===== config.mk =====
export PLATFORM = sky130hd
export DESIGN_NAME = sys_rst_seq
export DESIGN_NICKNAME = d
export VERILOG_FILES = /design/src/rtl/sys_rst_seq.sv
export SDC_FILE = /design/constraint.sdc
export NUM_CORES = 1
export LEC_CHECK = 0
export ABC_AREA = 1
export BUFFER_PORTS_ARGS = -buffer_cell sky130_fd_sc_hd__buf_2
export CORE_MARGIN = 4
export CORE_UTILIZATION = 35
export CTS_CLUSTER_SIZE = 30
export DETAILED_ROUTE_END_ITERATION = 7
export GPL_TIMING_DRIVEN = 0
export PLACE_DENSITY_LB_ADDON = 0.12
export REMOVE_ABC_BUFFERS = 1
export SLEW_MARGIN = 20
export SYNTH_ARGS = -nofsm -noshare
export SYNTH_HDL_FRONTEND = slang
export SYNTH_SLANG_ARGS = --single-unit

===== constraint.sdc =====
create_clock -name clk -period 2.75 [get_ports clk]
set_clock_uncertainty 0.05 [all_clocks]
set_input_delay 0.55 -clock clk [delete_from_list [all_inputs] [get_ports clk]]
set_output_delay 0.55 -clock clk [all_outputs]
set_load 0.005 [all_outputs]

===== src/rtl/sys_rst_seq.sv =====
// sys_rst_seq: board reset sequencer that synchronizes and debounces the reset/wake buttons,
// qualifies MMCM lock, then releases AON, core and peripheral resets in order.
module sys_rst_seq #(
  parameter int SYNC_STAGES     = 2,
  parameter int DEBOUNCE_CYCLES = 16000,
  parameter int LOCK_HOLD       = 256,
  parameter int AON_TO_CORE     = 64,
  parameter int CNT_W           = 16
) (
  input  logic       clk,
  input  logic       rst_n,
  input  logic       fpga_rst_raw,
  input  logic       mcu_rst_raw,
  input  logic       wakeup_raw,
  input  logic       mmcm_locked,
  output logic       aon_erst_n,
  output logic       core_rst_n,
  output logic       periph_rst,
  output logic       wakeup_n_clean,
  output logic       rst_evt,
  output logic [2:0] state_o
);
  typedef enum logic [2:0] {
    S_HOLD = 3'd0,
    S_LOCK = 3'd1,
    S_AON  = 3'd2,
    S_CORE = 3'd3,
    S_RUN  = 3'd4
  } state_t;
  localparam logic [CNT_W-1:0] DEB_LAST  = CNT_W'(DEBOUNCE_CYCLES - 1);
  localparam logic [CNT_W-1:0] LOCK_LAST = CNT_W'(LOCK_HOLD - 1);
  localparam logic [CNT_W-1:0] AON_LAST  = CNT_W'(AON_TO_CORE - 1);
  // bit order: lock, wakeup, mcu, fpga; idle levels are what each flop resets to
  localparam logic [3:0] IDLE = 4'b1011;
  logic [3:0] raw, sync_s;
  logic [2:0] stable;
  logic btn_ok, lock_s, ok;
  state_t state_q, nxt;
  logic [CNT_W-1:0] seq_q, seq_nxt;
  assign raw = {mmcm_locked, wakeup_raw, mcu_rst_raw, fpga_rst_raw};
  for (genvar i = 0; i < 4; i++) begin : g_sync
    logic [SYNC_STAGES-1:0] q;
    always_ff @(posedge clk)
      if (!rst_n) q <= {SYNC_STAGES{IDLE[i]}};
      else q <= {q[SYNC_STAGES-2:0], raw[i]};
    assign sync_s[i] = q[SYNC_STAGES-1];
  end
  for (genvar i = 0; i < 3; i++) begin : g_deb
    logic [CNT_W-1:0] cnt;
    logic st;
    always_ff @(posedge clk)
      if (!rst_n) begin
        cnt <= '0;
        st  <= IDLE[i];
      end else if (sync_s[i] == st) cnt <= '0;
      else if (cnt >= DEB_LAST) begin
        st  <= sync_s[i];
        cnt <= '0;
      end else cnt <= cnt + 1'b1;
    assign stable[i] = st;
  end
  assign btn_ok = stable[0] & stable[1];
  assign lock_s = sync_s[3];
  assign ok     = btn_ok & lock_s;
  // losing buttons or lock always wins over a counter completing in the same cycle
  always_comb begin
    nxt = S_HOLD;
    case (state_q)
      S_HOLD:  nxt = ok ? S_LOCK : S_HOLD;
      S_LOCK:  nxt = !ok ? S_HOLD : (seq_q == LOCK_LAST ? S_AON : S_LOCK);
      S_AON:   nxt = !ok ? S_HOLD : (seq_q == AON_LAST ? S_CORE : S_AON);
      S_CORE:  nxt = ok ? S_RUN : S_HOLD;
      S_RUN:   nxt = ok ? S_RUN : S_HOLD;
      default: nxt = S_HOLD;
    endcase
    seq_nxt = (nxt != state_q || nxt == S_HOLD) ? '0 : seq_q + {{(CNT_W-1){1'b0}}, seq_q != '1};
  end
  always_ff @(posedge clk)
    if (!rst_n) begin
      state_q        <= S_HOLD;
      seq_q          <= '0;
      aon_erst_n     <= 1'b0;
      core_rst_n     <= 1'b0;
      periph_rst     <= 1'b1;
      wakeup_n_clean <= 1'b1;
      rst_evt        <= 1'b0;
    end else begin
      state_q        <= nxt;
      seq_q          <= seq_nxt;
      aon_erst_n     <= nxt inside {S_AON, S_CORE, S_RUN};
      core_rst_n     <= nxt inside {S_CORE, S_RUN};
      periph_rst     <= nxt != S_RUN;
      wakeup_n_clean <= ~stable[2];
      rst_evt        <= nxt == S_HOLD && state_q != S_HOLD;
    end
  assign state_o = state_q;
endmodule


==> summary.txt <==
Run status
  – Status: finished, final reports clean

Clocking
  – CTS H-tree lvls: 3
  – # hold bufs at CTS: 0
  – Clock net sink count: between 80 and 90
  – Post-CTS Setup Repair Bufs: 0
  – Root buffer cell: clkbuf_8
  – Worst skew pair latency: between 300 and 400 ps
  – Clock Pin Slew Worst Setup and Hold Paths: approximately 90 ps
  – Clk buf depth: 2
  – Total CTS buffers: 9
  – PostCTS Resize Cnt: 0
  – CTS tree: done

Synthesis
  – Ys Warns: 0
  – Area leader, netlist: dfxtp_1
  – Sequential share of the synthesized area: between 40% and 50%
  – Top post-synthesis cells by area: dfxtp_1, nand2_1, nor2_1, inv_1, xor2_1
  – Cells after synthesis: 450
  – Netlist Area Pre-Place: ~3700 um2
  – Synth top area share: 45.4%
  – FF+latch count, synth: 83
  – Average size of a mapped cell: ~8.1 um2
  – Library cells used by synthesis: 39

GRT
  – Initial antenna violation count: 0
  – Wire length of the first global-routing pass: 11.2 mm
  – Most Crowded Layer GR: met2
  – Vias in the first global route: approximately 2,500
  – GRT overflow: 0
  – Largest net degree at the start of global routing: 17
  – Met3 Use GR: roughly 3.2%
  – Overall routing resource usage: roughly an eighth
  – GRT met1 Usage: roughly 15%
  – Met2 Resource Use GR: a little under a fifth

Timing
  – Min Tclk post-route: roughly 2300 ps
  – RSZ-0062 raised after global routing: false
  – Endpoints failing setup: 0
  – Slew margin rel.: 55.1%
  – Max Slew Vio Count: 0
  – Setup TNS Final: 0 ps
  – Final setup margin: between 400 and 500 ps
  – Max Freq: ~440 MHz
  – Tcrit/Tclk final: between 80% and 90%
  – Final hold vios: 0
  – Worst-margin pin slew: roughly 670 ps

Pwr
  – Share of total power in combinational logic: approximately 4.8%
  – Power share of the sequential group: between 50 and 60%
  – Maximum vdd drop: ~0.29 mV
  – Sw Pwr: around 0.54 mW
  – P_leak: 1.49 nW
  – Int Pwr: 1.77 mW
  – Clk pwr share: a little over two fifths
  – Sw Share: approximately a quarter
  – Pwr/cell area: around 570 nW/um2

Layout
  – Share of cells above drive strength 1: roughly 15%
  – Most frequent cells in the layout: dfxtp_1, nand2_1, nor2_1
  – Core Util, Final: 39.8%
  – Antenna cells: 0
  – Final net count: ~480
  – Layout overhead on the synthesized area: 11.4%
  – Most common cell after layout, fill and taps aside: dfxtp_1

Floorplan
  – FP Rows: 37
  – Die ar.: around 12,000 um2
  – IO Pins: 14
  – Die Y: 110 um
  – CORE AREA: just over 10,000 um2
  – Starting Density: a little over a third
  – Die X: 110 um

Flow run
  – Max-Cap Viols: 0

Hold path
  – Hold WC Path Type: input port to register

Worst setup path
  – Largest fanout on the critical path: 5
  – Startpoint types: register
  – Critical path capture point type: register
  – Crit Path Category: register to register
  – CP arrival: 2500 ps
  – Crit path required time: 2980 ps

Placement
  – Placer Congestion: roughly 0.74
  – Port Buffers: 13
  – HPWL after DPL: 4.42 mm
  – Dpl ws: approximately 450 ps

Route
  – Detail Route Antenna Nets: 0
  – Drt drc: 0
  – Via/cell ratio: between 4 and 5
  – DRT Pass-1 Iters: 4
  – DRT iter0 DRCs: 93
  – DR WL/cell: 10.2 um
  – DR vias: 2,686
  – DRT Wirelength: between 6 and 7 mm
==> path summary, 6_finish.rpt <==
path                       start  slack, ps  depth (start not counted)             end
setup / recovery       seq_q[10]        480                         15       seq_q[12]
hold / removal        wakeup_raw        340                          3  g_sync[2].q[0]
setup reg to reg       seq_q[10]        480                         15       seq_q[12]
hold reg to reg   g_sync[2].q[0]        370                          2  g_sync[2].q[1]
==> state kept, by name (all words and copies together), names as in the netlist <==
register,flops
g_deb.cnt,48
seq_q,16
g_sync.q,8
g_deb.st,3
state_o,3
aon_erst_n,1
core_rst_n,1
periph_rst,1
rst_evt,1
wakeup_n_clean,1
==> metal layers <==
metal / vias up / share of wire, %
met5: - / 0
met4: 0 / 2.2
met1: 1194 / 52
met2: 15 / 43
met3: 12 / 2.6
li1: 1465 / -
==> critical path, stage by stage, from the launching register on <==
cell and delay (ps):
dfxtp_1 410, nand2_1 70, inv_1 70, nand2_1 70, nor4_1 230, nand2_1 110, ha_1 220, ha_1 220
nand3_2 110, nor2_2 50, nand2_1 110, nor2_2 70, nand2_1 70, xnor2_1 120, inv_1 70, nor3_2 150
==> layout make-up <==
cell class / count / area, um2
clock buffer: 10 / 128
clock inverter: 6 / 90.1
fill: 1076 / 6160
inverter: 59 / 221
multi-input combinational: 305 / 1740
sequential: 83 / 1660
tap: 136 / 170
timing repair buffer: 13 / 65.1
==> kinds of logic (layout without fill, tap and decap cells) <==
logic type	after synthesis	in the layout	share of synthesized area [%]
adder cells (fa/ha/maj)	5	5	1.71
AND/OR/NAND/NOR	227	227	31.0
XOR/XNOR	36	36	8.62
buffers and inverters	67	88	7.56
flip-flops	83	83	45.4
AO/OA/AOI/OAI	31	31	5.58
other	1	6	0.103
==> cell usage after synthesis, drive strengths merged <==
cell and instances:
nand2 74, buf 6, a21boi 1, o21ai 8, a21oi 14, nor4 3, nor2 69, inv 59
dfxtp 83, clkbuf 2, or2 10, ha 5, a31oi 6, nor3b 1, nand4 10, nand3b 1
xor2 22, xnor2 14, nand3 27, conb 1, nor3 31, and3 1, o31ai 2
==> power by group through the flow <==
stage          clock network (mW)  logic [mW]  registers [mW]
3_3_place_gp                    0       0.110            1.26
5_1_grt                      1.06       0.126            1.23
6_report                    0.962       0.111            1.23
2_1_floorplan                   0      0.0812            1.26
4_1_cts                      1.00       0.113            1.23
3_5_place_dp                    0       0.112            1.26
==> through the flow <==
step	total power, mW	hold slack (ps)	instance area [um2]	cells
floorplan	1.34	330	3620	447
global placement	1.37	344	3850	596
detailed placement	1.37	345	3850	596
CTS	2.34	325	4070	612
global route	2.42	336	4070	612
finish	2.30	339	4070	612
No activity file was read; power rests on OpenSTA's default activity.
